`src/rtl/regfile_pkg.sv`:
```
// Shared defaults and address-width helper for the scoreboarded register file.
package regfile_pkg;

    localparam int WIDTH_DEF = 16;
    localparam int DEPTH_DEF = 8;

    // Address width for a register count; never narrower than one bit.
    function automatic int aw_f(input int depth);
        return (depth > 2) ? $clog2(depth) : 1;
    endfunction

endpackage

```
`src/rtl/regfile_scoreboard.sv`:
```
// Busy-bit scoreboard: mark sets, write clears, flush clears all; updates land on the next edge.
// No backpressure; mark beats a same-address write, flush beats both.
module regfile_scoreboard
    import regfile_pkg::*;
#(
    parameter int DEPTH = DEPTH_DEF
) (
    input  logic                     Clk,
    input  logic                     Reset_n,
    input  logic                     ldreg,
    input  logic [aw_f(DEPTH)-1:0]   drmux,
    input  logic                     mark,
    input  logic [aw_f(DEPTH)-1:0]   mark_addr,
    input  logic                     flush,
    output logic [DEPTH-1:0]         busy_vec
);

    logic [DEPTH-1:0] busy_nxt;

    always_comb begin
        busy_nxt = busy_vec;
        if (flush) begin
            busy_nxt = '0;
        end else begin
            if (ldreg) busy_nxt[drmux] = 1'b0;
            // Applied after the clear so a same-cycle claim survives the write.
            if (mark) busy_nxt[mark_addr] = 1'b1;
        end
    end

    always_ff @(posedge Clk or negedge Reset_n) begin
        if (!Reset_n) busy_vec <= '0;
        else          busy_vec <= busy_nxt;
    end

endmodule

```
`src/rtl/regfile_sb.sv`:
```
// Two-read/one-write register file with busy scoreboard; reads are zero-latency, writes land on the edge.
// No backpressure; sr*_rdy flags reads whose producer is still in flight.
module regfile_sb
    import regfile_pkg::*;
#(
    parameter int WIDTH  = WIDTH_DEF,
    parameter int DEPTH  = DEPTH_DEF,
    parameter int BYPASS = 1
) (
    input  logic                     Clk,
    input  logic                     Reset_n,
    input  logic                     ldreg,
    input  logic [aw_f(DEPTH)-1:0]   drmux,
    input  logic [WIDTH-1:0]         bus,
    input  logic                     mark,
    input  logic [aw_f(DEPTH)-1:0]   mark_addr,
    input  logic                     flush,
    input  logic [aw_f(DEPTH)-1:0]   sr1mux,
    input  logic [aw_f(DEPTH)-1:0]   sr2input,
    output logic [WIDTH-1:0]         sr1,
    output logic [WIDTH-1:0]         sr2,
    output logic                     sr1_rdy,
    output logic                     sr2_rdy,
    output logic [DEPTH-1:0]         busy_vec
);

    logic [DEPTH-1:0][WIDTH-1:0] regs;
    logic                        wr_live;
    logic                        hit1;
    logic                        hit2;

    always_ff @(posedge Clk or negedge Reset_n) begin
        if (!Reset_n)   regs <= '0;
        else if (ldreg) regs[drmux] <= bus;
    end

    regfile_scoreboard #(.DEPTH(DEPTH)) u_sb (
        .Clk       (Clk),
        .Reset_n   (Reset_n),
        .ldreg     (ldreg),
        .drmux     (drmux),
        .mark      (mark),
        .mark_addr (mark_addr),
        .flush     (flush),
        .busy_vec  (busy_vec)
    );

    // A write held during reset is discarded, so it must not forward either.
    assign wr_live = Reset_n && ldreg && (BYPASS != 0);
    assign hit1    = wr_live && (drmux == sr1mux);
    assign hit2    = wr_live && (drmux == sr2input);

    always_comb begin
        sr1     = regs[sr1mux];
        sr1_rdy = !busy_vec[sr1mux];
        if (hit1) begin
            sr1     = bus;
            sr1_rdy = 1'b1;
        end
    end

    always_comb begin
        sr2     = regs[sr2input];
        sr2_rdy = !busy_vec[sr2input];
        if (hit2) begin
            sr2     = bus;
            sr2_rdy = 1'b1;
        end
    end

endmodule

```
`config.mk`:
```
export PLATFORM = sky130hd
export DESIGN_NAME = regfile_sb
export DESIGN_NICKNAME = d
export VERILOG_FILES = /design/src/rtl/regfile_pkg.sv /design/src/rtl/regfile_scoreboard.sv /design/src/rtl/regfile_sb.sv
export SDC_FILE = /design/constraint.sdc
export NUM_CORES = 1
export LEC_CHECK = 0
export BUFFER_PORTS_ARGS = -buffer_cell sky130_fd_sc_hd__buf_4
export CORE_MARGIN = 8
export CORE_UTILIZATION = 54
export CTS_CLUSTER_SIZE = 8
export DETAILED_ROUTE_END_ITERATION = 8
export PLACE_DENSITY_LB_ADDON = 0.05
export SKIP_CTS_REPAIR_TIMING = 1
export SLEW_MARGIN = 10
export SYNTH_ARGS = -nofsm -noshare
export SYNTH_HDL_FRONTEND = slang
export SYNTH_SLANG_ARGS = --single-unit
```
`constraint.sdc`:
```
create_clock -name Clk -period 1.8 [get_ports Clk]
set_clock_uncertainty 0.15 [all_clocks]
set_input_delay 0.18 -clock Clk [delete_from_list [all_inputs] [get_ports Clk]]
set_output_delay 0.18 -clock Clk [all_outputs]
set_load 0.02 [all_outputs]
```
# Word level (Yosys, flattened, before mapping)
# Cells that the tools add are included.
dict set report totals {
  reg_bits 136
  in_bits 33
  out_inout_bits 42
  word_cells 50
}
dict set report op_classes {
  order_cmp 6
  eq_ne 2
  n_mux 23
  bitwise 3
  reduce_logical 7
}
# operator n
set ops {}
lappend ops {{$bwmux 128} 1}
lappend ops {{$bmux 16 s3} 2}
lappend ops {{$mux 16} 5}
lappend ops {{$demux 16 s3} 1}
lappend ops {{$mux 8} 4}
lappend ops {{$lt 3x4->1 const B} 4}
lappend ops {{$and 8x8->8} 1}
lappend ops {{$not 8->8} 1}
lappend ops {{$or 8x8->8} 1}
lappend ops {{$bmux 1 s3} 2}
lappend ops {{$demux 1 s3} 2}
lappend ops {{$eq 3x3->1} 2}
lappend ops {{$ge 3x1->1 const B} 2}
lappend ops {{$mux 1} 6}
lappend ops {{$logic_and 1x1->1} 5}
lappend ops {{$logic_not 1->1} 2}

# Depth between registers and ports, before layout
# Gate-level depths: netlist (run 1).
dict set report logic_depth {
  depth_word 11
  mapped_depth 6
  ltp_nobuf 3
}

# Hierarchy
# Synthesis (run 1) repeated with hierarchy kept, for this count alone.
dict set report unflattened {
  hier_cells 502
  hier_area_um2 7900.1
}
# module n_inst cells_each area_per_inst_um2 seq_area_each_um2
set modules_own_cells {}
lappend modules_own_cells {regfile_sb 1 463 7458.4 3203.1}
lappend modules_own_cells {regfile_scoreboard 1 39 441.7 200.2}

# Least setup slack after synthesis (run 1)
# OpenSTA, ideal clock, no wires.
dict set report synth_timing {
  path_type {input to output}
  startpoint {input sr2input[0]}
  endpoint {output sr2[0]}
  arrival_time_ps 1689
  t_required_ps 1470
  slack_ps -219
  cell_stages 5
  cell_sequence {buf_2 > buf_4 > mux4_2 > mux2_2 > mux2_2}
}
dict set report synth_between {
  elab_chain_len 3
}
# item line_no
set synth_rtl {}
lappend synth_rtl {{start, declared} regfile_sb.sv:19} ;# input logic [aw_f(DEPTH)-1:0] sr2input,
lappend synth_rtl {{$bmux 16 s3 / $eq 3x3->1 (equally long branches)} {regfile_sb.sv:63, regfile_sb.sv:51}}
lappend synth_rtl {{$mux 16 (implied by the code) / $logic_and 1x1->1 (equally long branches)} {regfile_sb.sv:63, regfile_sb.sv:51}}
lappend synth_rtl {{$mux 16 (*)} regfile_sb.sv:65} ;# if (hit2) begin
lappend synth_rtl {{end, declared} regfile_sb.sv:21} ;# output logic [WIDTH-1:0] sr2,
# Every way passes the cells marked *; elsewhere a longest branch is shown, timed or not. The select of a mux whose other input is x is not followed.

# Worst setup path after layout (run 1)
dict set report layout_timing {
  startpoint {register regs[49] (netlist bit)}
  endpoint {output sr1[1]}
}
dict set report layout_between {
  elab_chain_len 3
}
# item line_no
set layout_rtl {}
lappend layout_rtl {{start, declared} regfile_sb.sv:27} ;# logic [DEPTH-1:0][WIDTH-1:0] regs;
lappend layout_rtl {{start signal, assigned by index} regfile_sb.sv:34} ;# else if (ldreg) regs[drmux] <= bus;
lappend layout_rtl {{$bmux 16 s3} regfile_sb.sv:54} ;# sr1 = regs[sr1mux];
lappend layout_rtl {{$mux 16 (implied by the code)} regfile_sb.sv:54}
lappend layout_rtl {{$mux 16} regfile_sb.sv:56} ;# if (hit1) begin
lappend layout_rtl {{end, declared} regfile_sb.sv:20} ;# output logic [WIDTH-1:0] sr1,
# No other way between the ends. The select of a mux whose other input is x is not followed.

==> results of run 1 <==
==> metal layers <==
metal  global-route usage [%]  vias to the layer above  routed length [um]
li1                         -                     2155                   -
met1                    28.68                     2591                8211
met2                    35.94                      154                9891
met3                    5.395                       21                1163
met4                    6.955                        0                 294
met5                        0                        -                   0
==> synthesized netlist by cell type (all sizes together) <==
master and instances:
a21oi 4, a32oi 3, buf 41, clkbuf 15
dfrtp 136, inv 1, mux2 194, mux4 68
nand2 8, nand2b 3, nand4 2, nand4b 3
nor2 5, nor2b 3, nor4b 1, nor4bb 3
o32a 1, or4 2, xor2 6
==> flip-flops by register name, indices dropped and copies added, names as in the netlist <==
signal,cells
u_sb.busy_vec,8
regs,128
==> critical path, stage by stage, from the launching register on <==
cell	delay [ps]
dfrtp_1	410
mux4_2	470
mux2_4	300
mux2_4	270
buf_6	130
==> cell type report <==
type / count / share of cell area [%]
repair buffers: 149 / 14.54
multi-input cells: 306 / 43.06
clock inverters: 13 / 1.225
flip-flops and latches: 136 / 34.34
inverters: 1 / 0.03787
clock buffers: 19 / 4.469
well taps: 184 / 2.323
==> report_power, final <==
group          switching [mW]  internal [mW]
combinational            1.21           2.18
sequential              0.475           3.70
clock                    1.39           1.95
total                    3.08           7.83
==> cell families after synthesis <==
kind of cell | synth area share, %
mux | 48.55
flops | 43.67
buf+inv | 4.013
simple gates | 2.376
compound gates | 0.7225
xor+xnor | 0.6743
==> how the worst max path moves through the flow <==
| stage | from | endpoint | slack, ps | cells past startpoint |
|---|---|---|---|---|
| global route | regs[49]$_DFFE_PN0P_ | sr1[1] | -590 | 4 |
| floorplan | drmux[2] | sr2[10] | -120 | 6 |
| global placement | sr1mux[0] | sr1[6] | -350 | 6 |
| finish | regs[49]$_DFFE_PN0P_ | sr1[1] | -540 | 4 |
| detailed placement | sr1mux[0] | sr1[13] | -350 | 6 |
| CTS | regs[49]$_DFFE_PN0P_ | sr2[1] | -560 | 4 |
==> reports/results.ini, run 1 <==
[worst_setup_path]
cp-start-kind=register
worstRegToRegCells=3
end_kind=output pin
timing.rr.end=u_sb.busy_vec[5]$_DFF_PN0_
reg2reg_from=u_sb.busy_vec[5]$_DFF_PN0_
crit_arrival_ps=2010
critPathKind=register to output pin
cp.required_ps=1470
reg2reg_slack_ps=310
crit_fanout=3

[synth]
syn_area_per_cell_um2=15.62
ys.warnings.count=0
synth_top_area_share_pct=43.67
syn_area_mm2=0.007794
syn-instance-count=499
yosysSeqAreaShare_pct=43.67
ys_ff_latch=136
yosysUniqueCellTypes=24
synth_fp_nets=532
synth_top_area_cell=dfrtp_1
synthTopCellsByArea=dfrtp_1, mux2_2, mux4_2, mux2_4, buf_4

[detailed_routing]
vias_per_cell=6.090
firstDrtPassIters=4
drtIter0Drc=232
wl_um=19560
postRouteAntennaNets=0
vias=4921
detail_route.wl_per_cell_um=24.21
route.detailed.drc=0

[floorplan]
num_rows=44
core_area_mm2=0.01431
io_pins=75
dieArea_mm2=0.01853
fp.dieH_um=136.1
initial_core_util_pct=54.45
fp.dieW_um=136.1

[grt]
first_global_vias=5394
gr-total-overflow=0
grt_max_degree=74
grt_pass1_wl_um=30770
antenna_found_initial=0
grtUsageTotal_pct=22.11

[layout]
final_cell_mix=mux2_2, dfrtp_1, buf_4
fin_util_pct=69.24
fin_nets=644
drive_above_1_share_pct=68.11
multi_input_area_mm2=0.004268
n_antenna_cell=0
area_growth_pct=27.16
fin_cells=808
finalInstanceArea_mm2=0.009911
n_fill_cell=986
layout_commonest_cell=mux2_2
regArea_mm2=0.003403

[placement]
dp_slack_ps=-350.5
dp_hpwl_um=12730
placed_cell_area_mm2=0.008818
gp_congestion=0.8157
numPortBuffers=74
placedCellCount=748

[timing]
rsz0062_at_grt=true
final.min_clock_period_ps=2335
fmax_mhz=428.2
relSlewSlack_pct=37.88
slew_viol_final=0
setup_viol=34
holdWs_ps=-38.51
hold_viol=44
period_share_pct=129.7
setup_tns_ps=-16290
tightest_slew_ps=931.8
setup_ws_ps=-535.3

[clock_network]
clock_latency_ps=410
h-tree-depth=4
cts_made_buffers=17
path_clk_slew_ps=60
clock-sinks=136
clk_path_buf_depth=2
cts_tree=done
cts_root_buf=clkbuf_16

[power]
power_density_mw_per_mm2=1101
total_power_mw=10.91
power_leakage_nw=4.330
max-vdd-ir-drop_v=0.0007184

[job]
drv_cap=0

[run_status]
status=finished with violations
violations=negative hold slack, negative setup slack

[min_path]
hold_path_class=primary input to asynchronous set/reset pin

No activity file was read; power rests on OpenSTA's default activity.
==> run 2, diff against run 1 <==
Settings changed: SETUP_SLACK_MARGIN set to 0.2.
==> reports/results.ini, run 2 (synthesis results as in run 1) <==
[grt]
first_global_vias=5350  ; -0.82%
gr-total-overflow=0  ; unchanged
grt_pass1_wl_um=30770  ; about the same
antenna_found_initial=0  ; unchanged
grtUsageTotal_pct=22.05  ; -0.055 points
grt_max_degree=77  ; +4.1%

[detailed_routing]
detail_route.wl_per_cell_um=24.94  ; +3.0%
drtIter0Drc=237  ; +2.2%
vias=4979  ; +1.2%
wl_um=20080  ; +2.6%
vias_per_cell=6.185  ; +1.6%
firstDrtPassIters=4  ; unchanged
route.detailed.drc=0  ; unchanged
postRouteAntennaNets=0  ; unchanged

[floorplan]
core_area_mm2=0.01431  ; unchanged
fp.dieH_um=136.1  ; unchanged
num_rows=44  ; unchanged
fp.dieW_um=136.1  ; unchanged
dieArea_mm2=0.01853  ; unchanged
initial_core_util_pct=54.45  ; unchanged
io_pins=75  ; unchanged

[timing]
hold_viol=60  ; +36%
slew_viol_final=0  ; unchanged
fmax_mhz=433.9  ; +1.3%
tightest_slew_ps=969.0  ; +37.20 ps
relSlewSlack_pct=35.40  ; -2.5 points
holdWs_ps=-59.00  ; -20.49 ps
setup_ws_ps=-504.7  ; +30.65 ps
setup_tns_ps=-15920  ; +365.6 ps
final.min_clock_period_ps=2305  ; -30.65 ps
setup_viol=34  ; unchanged
rsz0062_at_grt=true
period_share_pct=128.0  ; -1.7 points

[clock_network]
path_clk_slew_ps=60  ; about the same
clock_latency_ps=410  ; about the same
h-tree-depth=4  ; unchanged
cts_root_buf=clkbuf_16
cts_made_buffers=17  ; unchanged
cts_tree=done
clock-sinks=136  ; unchanged
clk_path_buf_depth=2  ; unchanged

[layout]
drive_above_1_share_pct=68.12  ; about the same
layout_commonest_cell=mux2_2
finalInstanceArea_mm2=0.009899  ; -0.11%
n_antenna_cell=0  ; unchanged
n_fill_cell=971  ; -1.5%
fin_nets=642  ; -0.31%
area_growth_pct=27.02
largest_reg_flops=128  ; unchanged
final_cell_mix=mux2_2, dfrtp_1, buf_4
top_register=regs
reg_top3=regs (128), u_sb.busy_vec (8)

[worst_setup_path]
critPathKind=register to output pin
cp-start-kind=register
crit_fanout=3  ; unchanged
cpMostUsedCell=mux2_4
cp_slowest_stage_delay_ps=480  ; about the same
worstRegToRegCells=3  ; unchanged
worstPathCellList=mux4_2 > mux2_4 > mux2_4 > buf_6
crit_cells=4  ; unchanged
cp.required_ps=1470  ; about the same
slowest_stage=mux4_2
crit_arrival_ps=1970  ; -40 ps
path_delay_family=multiplexers
end_kind=output pin
path_buf_inv=1  ; unchanged

[placement]
placed_cell_area_mm2=0.008773  ; -0.51%
numPortBuffers=74  ; unchanged
dp_hpwl_um=13030  ; +2.4%
gp_congestion=0.8082  ; -0.92%

[power]
power_leakage_nw=4.334  ; +0.10%
max-vdd-ir-drop_v=0.0008957  ; +25%
power_density_mw_per_mm2=1128  ; +2.4%

[job]
drv_cap=0  ; unchanged

[run_status]
status=finished with violations
violations=negative hold slack, negative setup slack

[min_path]
hold_path_class=primary input to asynchronous set/reset pin

[run 2: power breakdown]
group          switching [mW]  total (mW)  internal [mW]
Combinational            1.21        3.36           2.16
Clock                    1.27        3.62           2.35
Sequential              0.474        4.18           3.71
Total                    2.95        11.2           8.21
[run 2: path summary, 6_finish.rpt]
path                                       startpoint  slack (ps)                          to
setup reg to reg           u_sb.busy_vec[3]$_DFF_PN0_         750  u_sb.busy_vec[3]$_DFF_PN0_
max in group asynchronous                     Reset_n         860        regs[37]$_DFFE_PN0P_
setup / recovery                  regs[7]$_DFFE_PN0P_        -500                      sr1[7]
min in group Clk                regs[117]$_DFFE_PN0P_         370       regs[117]$_DFFE_PN0P_
hold reg to reg                 regs[117]$_DFFE_PN0P_         370       regs[117]$_DFFE_PN0P_
hold / removal                                Reset_n         -60        regs[46]$_DFFE_PN0P_
[run 2: worst register-to-register path, stage by stage (launching register included)]
cell and delay (ps):
dfrtp_1 430, buf_4 150, a32oi_1 150, nor2_1 60
[run 2: layout make-up]
class	instances	area, um2	share of cell area (%)
Clock inverter	8	117.6	1.188
Multi-Input combinational cell	306	4260	43.04
Inverter	1	3.754	0.03792
Timing Repair Buffer	147	1386	14.00
Clock buffer	23	498.0	5.030
Sequential cell	136	3403	34.38
Tap cell	184	230.2	2.326
[run 2: routing by layer]
| metal | share of wire (%) | GRT usage, % |
|---|---|---|
| met3 | 3.7 | 4.508 |
| met5 | 0 | 0 |
| met2 | 53 | 37.97 |
| met4 | 1.6 | 5.674 |
| met1 | 42 | 27.83 |
[run 2: per-stage QoR]
stage / worst slack [ps] / cells / power (mW) / util [%]
finish: -504.7 / 805 / 11.16 / 69.16
global route: -565.2 / 805 / 11.65 / 69.16
detailed placement: -332.3 / 747 / 7.209 / 61.29
CTS: -537.7 / 778 / 10.85 / 65.59
floorplan: -117.9 / 499 / 6.263 / -
global placement: -324.5 / 747 / 7.079 / 61.29
==> run 3, diff against run 2 <==
Settings changed: CTS_BUF_LIST set to sky130_fd_sc_hd__clkbuf_4 sky130_fd_sc_hd__clkbuf_8 sky130_fd_sc_hd__clkbuf_16.
==> reports/results.ini, run 3 (synthesis results as in run 1) <==
[layout]
top_register=regs
n_antenna_cell=0  ; unchanged
fin_nets=642  ; unchanged
drive_above_1_share_pct=68.28  ; +0.16 points
final_cell_mix=mux2_2, dfrtp_1, buf_4
largest_reg_flops=128  ; unchanged
area_growth_pct=27.07  ; about the same
fin_util_pct=69.19  ; about the same
layout_commonest_cell=mux2_2
fin_cells=805  ; unchanged
reg_top3=regs (128), u_sb.busy_vec (8)

[floorplan]
fp.dieH_um=136.1  ; unchanged
core_area_mm2=0.01431  ; unchanged
fp.dieW_um=136.1  ; unchanged
initial_core_util_pct=54.45  ; unchanged
num_rows=44  ; unchanged
io_pins=75  ; unchanged
dieArea_mm2=0.01853  ; unchanged

[timing]
setup_viol=34  ; unchanged
hold_viol=60  ; unchanged
relSlewSlack_pct=35.86  ; +0.46 points
final.min_clock_period_ps=2306  ; +1.321 ps
holdWs_ps=-65.30  ; -6.299 ps
tightest_slew_ps=962.1  ; -6.930 ps
period_share_pct=128.1  ; about the same
fmax_mhz=433.6  ; about the same
rsz0062_at_grt=true
setup_ws_ps=-506.0  ; -1.321 ps
slew_viol_final=0  ; unchanged

[grt]
grt_pass1_wl_um=30770  ; unchanged
gr-total-overflow=0  ; unchanged
first_global_vias=5350  ; unchanged
grtUsageTotal_pct=22.05  ; unchanged
grt_max_degree=77  ; unchanged
antenna_found_initial=0  ; unchanged

[clock_network]
cts_made_buffers=17  ; unchanged
cts_tree=done
path_clk_slew_ps=60  ; about the same
clk_path_buf_depth=2  ; unchanged
clock_latency_ps=410  ; about the same
cts_root_buf=clkbuf_16
h-tree-depth=4  ; unchanged
clock-sinks=136  ; unchanged

[worst_setup_path]
reg2reg_from=regs[119]$_DFFE_PN0P_
end_kind=output pin
cp.required_ps=1470  ; about the same
cp-start-kind=register
reg2reg_slack_ps=760  ; about the same
worstRegToRegCells=2  ; -1
critPathKind=register to output pin
crit_fanout=3  ; unchanged
crit_arrival_ps=1980  ; about the same
timing.rr.end=regs[119]$_DFFE_PN0P_

[power]
power_density_mw_per_mm2=1129  ; about the same
power_leakage_nw=4.338  ; about the same
max-vdd-ir-drop_v=0.0008949  ; about the same

[detailed_routing]
detail_route.wl_per_cell_um=24.88  ; -0.24%
wl_um=20030  ; -0.24%
drtIter0Drc=234  ; -1.3%
vias_per_cell=6.150  ; -0.56%
postRouteAntennaNets=0  ; unchanged
route.detailed.drc=0  ; unchanged
vias=4951  ; -0.56%
firstDrtPassIters=4  ; unchanged

[placement]
dp_hpwl_um=13030  ; unchanged
gp_congestion=0.8082  ; unchanged
numPortBuffers=74  ; unchanged
dp_slack_ps=-332.3  ; unchanged
placedCellCount=747  ; unchanged

[job]
drv_cap=0  ; unchanged

[run_status]
status=finished with violations
violations=negative hold slack, negative setup slack

[min_path]
hold_path_class=primary input to asynchronous set/reset pin

## run 3: layout make-up
type	instances	area [um2]
multi-input combinational	306	4260
clock inverter	8	117.6
fill	969	4410
inverter	1	3.754
timing repair buffer	147	1386
sequential	136	3403
tap	184	230.2
clock buffer	23	501.7
## run 3: per-stage QoR
step           cell area [um2]  setup TNS (ps)  power (mW)
2_1_floorplan             7908           -2727       6.263
3_3_place_gp              8773           -9190       7.079
3_5_place_dp              8773           -9500       7.209
4_1_cts                   9393          -17020       10.87
5_1_grt                   9903          -17710       11.66
6_report                  9903          -15940       11.18
## run 3: worst max path at each step
| stage | cells after the start | slack [ps] | from | end |
|---|---|---|---|---|
| final | 4 | -510 | regs[7]$_DFFE_PN0P_ | sr1[7] |
| after global routing | 4 | -570 | regs[63]$_DFFE_PN0P_ | sr1[15] |
| after CTS | 4 | -540 | regs[55]$_DFFE_PN0P_ | sr1[7] |
| after detailed placement | 6 | -330 | drmux[2] | sr2[13] |
| after global placement | 6 | -320 | drmux[2] | sr2[13] |
| after floorplan | 6 | -120 | drmux[2] | sr2[10] |
## run 3: report_power, final
part | switching (mW) | internal [mW] | total, mW
Combinational | 1.21 | 2.16 | 3.37
Sequential | 0.473 | 3.71 | 4.18
Clock | 1.27 | 2.36 | 3.63
## run 3: routing by layer
metal	vias to the layer above	share of wire, %	global-route usage, %
met2	102	53	37.97
met4	0	1.5	5.674
met5	-	0	0
met3	27	3.7	4.508
met1	2674	42	27.83
li1	2148	-	-
## run 3: worst max-delay path, cell delays in order (launching register included)
cell and delay [ps]:
dfrtp_1 410, mux4_2 480, mux2_4 280, mux2_4 260
buf_6 130
